### src/rtl/mlp_pkg.sv
// Shared constants and command encoding for the MLP accelerator host DMA.
package mlp_pkg;

    localparam int NumLayers   = 8;
    localparam int Dim         = 16;
    localparam int WeightWords = 2048;
    localparam int XWords      = 256;
    localparam int CntWidth    = $clog2(WeightWords);

    typedef enum logic {
        OpLoad = 1'b0,
        OpRun  = 1'b1
    } cmd_op_e;

endpackage

### src/rtl/mlp_host_dma_counter.sv
// Word index counter: clear has priority, wraps to zero after Limit-1.
module mlp_host_dma_counter #(
    parameter int Limit = 2048,
    parameter int Width = $clog2(Limit)
) (
    input  logic             clk,
    input  logic             rst,
    input  logic             inc,
    input  logic             clr,
    output logic [Width-1:0] count,
    output logic             will_overflow
);

    localparam logic [Width-1:0] Last = Width'(Limit - 1);

    assign will_overflow = inc && (count == Last);

    always_ff @(posedge clk) begin
        if (rst) begin
            count <= '0;
        end else if (clr) begin
            count <= '0;
        end else if (inc) begin
            count <= will_overflow ? '0 : count + 1'b1;
        end
    end

endmodule

### src/rtl/mlp_host_dma.sv
// Host-side DMA for the MLP accelerator: streams weights / input vectors from memory
// and writes results back. Optional cycle counter enabled by MLP_HOST_DMA_PERF_EN.
//
// state     | meaning
// ----------+------------------------------------------------------------
// Idle      | ready for a command
// ReqInit   | offering init handshake; fire issues the first weight read
// StreamW   | one weight read per cycle, payload follows read data
// ReqStart  | offering start handshake; fire issues the first input read
// StreamX   | one input read per cycle, payload follows read data
// Collect   | write each returned result to dst+j
// Done      | one-cycle completion pulse
module mlp_host_dma
    import mlp_pkg::*;
#(
    parameter int DataWidth = 16,
    parameter int AddrWidth = 16
) (
    input  logic                 clk_i,
    input  logic                 rst_i,
    input  logic                 cmd_valid_i,
    output logic                 cmd_ready_o,
    input  logic                 cmd_op_i,
    input  logic [AddrWidth-1:0] cmd_src_i,
    input  logic [AddrWidth-1:0] cmd_dst_i,
    output logic                 done_o,
    output logic                 mem_ren_o,
    output logic                 mem_wen_o,
    output logic [AddrWidth-1:0] mem_addr_o,
    output logic [DataWidth-1:0] mem_wdata_o,
    input  logic [DataWidth-1:0] mem_rdata_i,
    output logic                 init_valid_o,
    input  logic                 init_ready_i,
    output logic                 start_valid_o,
    input  logic                 start_ready_i,
    output logic [DataWidth-1:0] payload_o,
    input  logic                 result_valid_i,
    input  logic [DataWidth-1:0] result_data_i
`ifdef MLP_HOST_DMA_PERF_EN
    ,
    output logic [31:0]          perf_cycles_o
`endif
);

    localparam logic [2:0] StIdle     = 3'd0;
    localparam logic [2:0] StReqInit  = 3'd1;
    localparam logic [2:0] StStreamW  = 3'd2;
    localparam logic [2:0] StReqStart = 3'd3;
    localparam logic [2:0] StStreamX  = 3'd4;
    localparam logic [2:0] StCollect  = 3'd5;
    localparam logic [2:0] StDone     = 3'd6;

    localparam logic [CntWidth-1:0] XLast = CntWidth'(XWords - 1);

    logic [2:0]           state_q;
    logic [2:0]           state_d;
    logic [AddrWidth-1:0] src_q;
    logic [AddrWidth-1:0] dst_q;
    logic [CntWidth-1:0]  cnt;
    logic                 cnt_wrap;
    logic                 cnt_inc;
    logic                 cnt_clr;
    logic [AddrWidth-1:0] idx_addr;

    assign idx_addr = AddrWidth'(cnt);

    // Stream states advance every cycle; Collect only on an accepted result.
    assign cnt_inc = (state_q == StStreamW) || (state_q == StStreamX) ||
                     ((state_q == StCollect) && result_valid_i);
    assign cnt_clr = (state_q == StIdle) ||
                     ((state_q == StStreamX) && (cnt == XLast));

    mlp_host_dma_counter #(
        .Limit(WeightWords)
    ) u_word_cnt (
        .clk          (clk_i),
        .rst          (rst_i),
        .inc          (cnt_inc),
        .clr          (cnt_clr),
        .count        (cnt),
        .will_overflow(cnt_wrap)
    );

    // Outputs are forced quiet while rst_i is high so an abort stops strobes at once.
    always_comb begin
        state_d       = state_q;
        cmd_ready_o   = 1'b0;
        done_o        = 1'b0;
        mem_ren_o     = 1'b0;
        mem_wen_o     = 1'b0;
        mem_addr_o    = '0;
        mem_wdata_o   = '0;
        init_valid_o  = 1'b0;
        start_valid_o = 1'b0;
        payload_o     = '0;
        if (!rst_i) begin
            case (state_q)
                StIdle: begin
                    cmd_ready_o = 1'b1;
                    if (cmd_valid_i) begin
                        state_d = (cmd_op_e'(cmd_op_i) == OpRun) ? StReqStart : StReqInit;
                    end
                end
                StReqInit: begin
                    init_valid_o = 1'b1;
                    if (init_ready_i) begin
                        mem_ren_o  = 1'b1;
                        mem_addr_o = src_q;
                        state_d    = StStreamW;
                    end
                end
                StReqStart: begin
                    start_valid_o = 1'b1;
                    if (start_ready_i) begin
                        mem_ren_o  = 1'b1;
                        mem_addr_o = src_q;
                        state_d    = StStreamX;
                    end
                end
                StStreamW: begin
                    payload_o = mem_rdata_i;
                    if (cnt_wrap) begin
                        state_d = StDone;
                    end else begin
                        mem_ren_o  = 1'b1;
                        mem_addr_o = src_q + idx_addr + AddrWidth'(1);
                    end
                end
                StStreamX: begin
                    payload_o = mem_rdata_i;
                    if (cnt == XLast) begin
                        state_d = StCollect;
                    end else begin
                        mem_ren_o  = 1'b1;
                        mem_addr_o = src_q + idx_addr + AddrWidth'(1);
                    end
                end
                StCollect: begin
                    if (result_valid_i) begin
                        mem_wen_o   = 1'b1;
                        mem_addr_o  = dst_q + idx_addr;
                        mem_wdata_o = result_data_i;
                        if (cnt == XLast) begin
                            state_d = StDone;
                        end
                    end
                end
                StDone: begin
                    done_o  = 1'b1;
                    state_d = StIdle;
                end
                default: state_d = StIdle;
            endcase
        end
    end

    always_ff @(posedge clk_i) begin
        if (rst_i) begin
            state_q <= StIdle;
            src_q   <= '0;
            dst_q   <= '0;
        end else begin
            state_q <= state_d;
            if ((state_q == StIdle) && cmd_valid_i) begin
                src_q <= cmd_src_i;
                dst_q <= cmd_dst_i;
            end
        end
    end

`ifdef MLP_HOST_DMA_PERF_EN
    logic        fire;
    logic [31:0] run_cycles_q;

    assign fire = ((state_q == StReqInit) && init_ready_i) ||
                  ((state_q == StReqStart) && start_ready_i);

    // run_cycles_q equals cycles elapsed since fire, so it is the latency when in Done.
    always_ff @(posedge clk_i) begin
        if (rst_i) begin
            run_cycles_q  <= '0;
            perf_cycles_o <= '0;
        end else begin
            if (fire) begin
                run_cycles_q <= 32'd1;
            end else if (state_q != StIdle) begin
                run_cycles_q <= run_cycles_q + 32'd1;
            end
            if (state_q == StDone) begin
                perf_cycles_o <= run_cycles_q;
            end
        end
    end
`endif

endmodule

### config.mk
export PLATFORM = sky130hd
export DESIGN_NAME = mlp_host_dma
export DESIGN_NICKNAME = d
export VERILOG_FILES = /design/src/rtl/mlp_pkg.sv /design/src/rtl/mlp_host_dma_counter.sv /design/src/rtl/mlp_host_dma.sv
export SDC_FILE = /design/constraint.sdc
export NUM_CORES = 1
export LEC_CHECK = 0
export CAP_MARGIN = 20
export CELL_PAD_IN_SITES_DETAIL_PLACEMENT = 1
export CELL_PAD_IN_SITES_GLOBAL_PLACEMENT = 2
export CORE_ASPECT_RATIO = 1.25
export CORE_MARGIN = 4
export CORE_UTILIZATION = 25
export CTS_BUF_LIST = sky130_fd_sc_hd__clkbuf_16
export DETAILED_ROUTE_END_ITERATION = 8
export GPL_TIMING_DRIVEN = 0
export PLACE_DENSITY_LB_ADDON = 0.1
export SYNTH_ARGS = -nofsm -noshare
export SYNTH_HDL_FRONTEND = slang
export SYNTH_SLANG_ARGS = --single-unit
### constraint.sdc
create_clock -name clk_i -period 3.3 [get_ports clk_i]
set_input_delay 0.825 -clock clk_i [delete_from_list [all_inputs] [get_ports clk_i]]
set_output_delay 0.825 -clock clk_i [all_outputs]
set_load 0.005 [all_outputs]
==> results.json <==
{
  "io_buffer_count": 123,
  "holdCritPathClass": "flip-flop to flip-flop",
  "ir_drop_uv": 195.2,
  "synth_warnings": 0,
  "tightest_slew_ns": 0.7060,
  "post-layout-total-power_mw": 2.876,
  "largest_fanout_on_the_critical_path": 5,
  "root_buffer": "clkbuf_16",
  "total_congestion_overflow_after_global_routing": 0,
  "grt_pass1_vias": 4785,
  "place_hpwl_microns": 11940,
  "fp.coreArea_sq_um": 14590,
  "cts.sink_count": 46,
  "largest_net_degree_at_the_start_of_global_routing": 17,
  "critical-path-slowest-cell": "dfxtp_4",
  "area_growth_syn_to_layout_pct": 61.36,
  "cts_made_buffers": 5,
  "synth_enable_flop_cells": 0,
  "post_synth.cell_area_avg_sq_um": 7.372,
  "grt_setup_unrepaired": "yes",
  "diodes": 0,
  "max_slew_margin": 0.5293,
  "p_clk_frac": 0.188,
  "report.final.slew_viol_count": 0,
  "clock-skew-final_ns": 0.006679,
  "leakage_power_of_the_design_nw": 2.328,
  "failed_checks": "negative setup slack",
  "layoutNonFillerInstCount": 847,
  "synthDominantCellAreaShare": 0.2449,
  "result_of_the_run": "finished with violations",
  "r2r_slack_ns": 1.16,
  "internal_power_mw": 1.608,
  "route.vias.total": 4367,
  "ioPinCount": 125,
  "h_tree_lvl_count": 2,
  "syn-num-nets": 607,
  "clk_path_buf_depth": 2,
  "share_comb_of_total_power": 0.550,
  "crit_path_class": "flip-flop to primary output",
  "dr.pass1.iters": 5,
  "initial_core_util": 0.2577,
  "share_of_layout_cells_above_drive_strength_1": 0.2302,
  "synthTopCellsByArea": "dfxtp_1 24%, a21oi_1 8.3%, ha_1 8.0%",
  "post_cts_hold_buffers": 0,
  "hold_slack_ns": 0.4727,
  "drv_cap": 0,
  "drt-wirelength-per-cell_microns": 18.51,
  "finalCriticalPeriod_ns": 3.315,
  "async_flop_share": 0,
  "fp.dieH_microns": 145.1,
  "max_clock_freq_mhz": 301.6,
  "worst_path_largest_cell_delay_ns": 0.41,
  "drc": 0,
  "placedCellCount": 811,
  "wire_length_of_the_first_global_routing_pass_microns": 24830,
  "grt_antenna_before_repair": 0,
  "yosys.cell_types.count": 64,
  "ant_nets": 0,
  "tritoncts_clock_tree": "built",
  "floorplan_die_width_microns": 117.7,
  "globalRouteTotalUtil": 0.1781,
  "design.final.nets": 765,
  "crit_chain": "ha_4, inv_2, fa_2, nand2b_4, a21oi_4, buf_6, o21ai_4, a21oi_2, mux2i_2, a31oi_1, buf_2",
  "power_switching_mw": 1.267,
  "finalWeightedCongestion": 0.8747,
  "synthesis.area_sq_um": 3760,
  "yosysSeqAreaShare": 0.2449,
  "detail_route.iter0.violations": 155,
  "switching_share": 0.4407,
  "setup-violations-final": 2,
  "setup_total_negative_slack_ns": -0.02426,
  "power.density_cell_area_nw_per_um2": 474.0,
  "synth_seq_cells": 46,
  "clkSlewWorstSetupHoldPaths_ns": 0.07,
  "fp.dieArea_sq_um": 17080,
  "syn-instance-count": 510,
  "seqPwrFrac": 0.262,
  "synth_largest_area_cell": "dfxtp_1",
  "cp_data_required_time_ns": 2.47,
  "post-route-worst-setup-slack_ns": -0.01536,
  "crit_path_end_kind": "primary output",
  "finalWirelength_microns": 15680,
  "startpoint_type": "flip-flop",
  "viasPerCell": 5.156,
  "finalHoldViolations": 0,
  "critical_path_arrival_ns": 2.49,
  "insertion_delay_ns": 0.30,
  "ys_dominant_reg_cell": "dfxtp_1",
  "post-route-period-util": 1.005,
  "rows": 49
}
-- what timing repair did --
action	in CTS	in global routing
resized for setup	129	53
cloned	0	0
buffers inserted	24	4
setup endpoints to repair	43	33
pin swaps	35	26
-- placed cells by master, fill, tap and decap left out, types with 5 or more instances in the layout --
cell type	Yosys	routed
clkdlybuf4s50_1	0	103
nand2_1	80	80
a21oi_1	62	51
nor2_1	41	38
dfxtp_1	46	30
buf_4	2	28
and2_1	25	24
and3_1	21	20
nand3_1	17	16
buf_2	9	15
a21o_1	12	12
clkbuf_1	15	11
xnor2_1	12	11
ha_4	0	11
nor3_1	10	10
xor2_1	9	9
ha_1	24	9
inv_1	12	8
dfxtp_2	0	8
dfxtp_4	0	8
a21oi_2	0	7
a31oi_1	7	7
mux2i_1	10	7
clkbuf_2	0	6
dlygate4sd2_1	0	6
buf_6	1	5
nand2b_1	6	5
a222oi_1	5	5
clkbuf_16	0	5
-- power by group through the flow --
stage	Sequential, mW	Clock, mW	Combinational (mW)
after floorplan	0.719	0	0.870
after global placement	0.748	0	1.41
after detailed placement	0.752	0	1.42
after CTS	0.748	0.560	1.53
after global routing	0.768	0.584	1.74
final	0.753	0.541	1.58
-- through the flow --
| step | worst slack [ns] | cell area, sq um | util |
|---|---|---|---|
| 6_report | -0.01536 | 6067 | 0.4158 |
| 5_1_grt | -0.1218 | 6067 | 0.4158 |
| 4_1_cts | -0.08449 | 5821 | 0.3989 |
| 3_5_place_dp | -0.8190 | 5214 | 0.3573 |
| 3_3_place_gp | -0.8656 | 5214 | 0.3573 |
| 2_1_floorplan | 0.5072 | 3760 | - |
-- critical path, delay by kind of cell (launching register included) --
kind,cells,cell delay (ns)
AOI/OAI and AO/OA,4,0.56
adders and majority gates,2,0.50
DFF,1,0.41
buffers and inverters,3,0.31
muxes,1,0.26
and+or+nand+nor,1,0.17
-- cells in the mapped netlist (7+ instances only) --
cell / n
nand2_1: 80
a21oi_1: 62
dfxtp_1: 46
nor2_1: 41
and2_1: 25
ha_1: 24
and3_1: 21
nand3_1: 17
clkbuf_1: 15
a21o_1: 12
inv_1: 12
xnor2_1: 12
mux2i_1: 10
nor3_1: 10
buf_2: 9
o21ai_0: 9
xor2_1: 9
a31oi_1: 7
-- path summary, 6_finish.rpt --
| kind | startpoint | endpoint | depth (start not counted) |
|---|---|---|---|
| setup / recovery | u_word_cnt.count[0] | mem_addr_o[14] | 11 |
| hold / removal | dst_q[7] | dst_q[7] | 2 |
| setup reg to reg | u_word_cnt.count[1] | state_q[0] | 8 |
| hold reg to reg | dst_q[7] | dst_q[7] | 2 |
-- registers in the layout, summed over array words and instances (netlist names) --
name	flops
state_q	3
src_q	16
u_word_cnt.count	11
dst_q	16
-- final cells by class --
class	instances	area [sq um]
fillers	1744	8524
clock inverters	3	22.52
inverters	12	47.55
plain buffers	28	157.7
clock buffers	5	125.1
multi-input cells	424	3134
repair buffers	151	1396
well taps	178	222.7
flip-flops and latches	46	960.9
-- cell families after synthesis --
logic type / synth area share
xor+xnor: 0.04892
compound gates: 0.2330
mux: 0.02662
buf+inv: 0.04958
simple gates: 0.3065
fa+ha+maj: 0.09052
flops: 0.2449
-- routing by layer --
| metal | GRT usage | share of wire | routed length (microns) | up-vias |
|---|---|---|---|---|
| li1 | - | - | - | 2145 |
| met1 | 0.2100 | 0.43 | 6794 | 2069 |
| met2 | 0.3203 | 0.49 | 7669 | 138 |
| met3 | 0.04827 | 0.063 | 983 | 15 |
| met4 | 0.04223 | 0.015 | 233 | 0 |
| met5 | 0 | 0 | 0 | - |
Note: power is estimated with default switching activity, not from simulation.
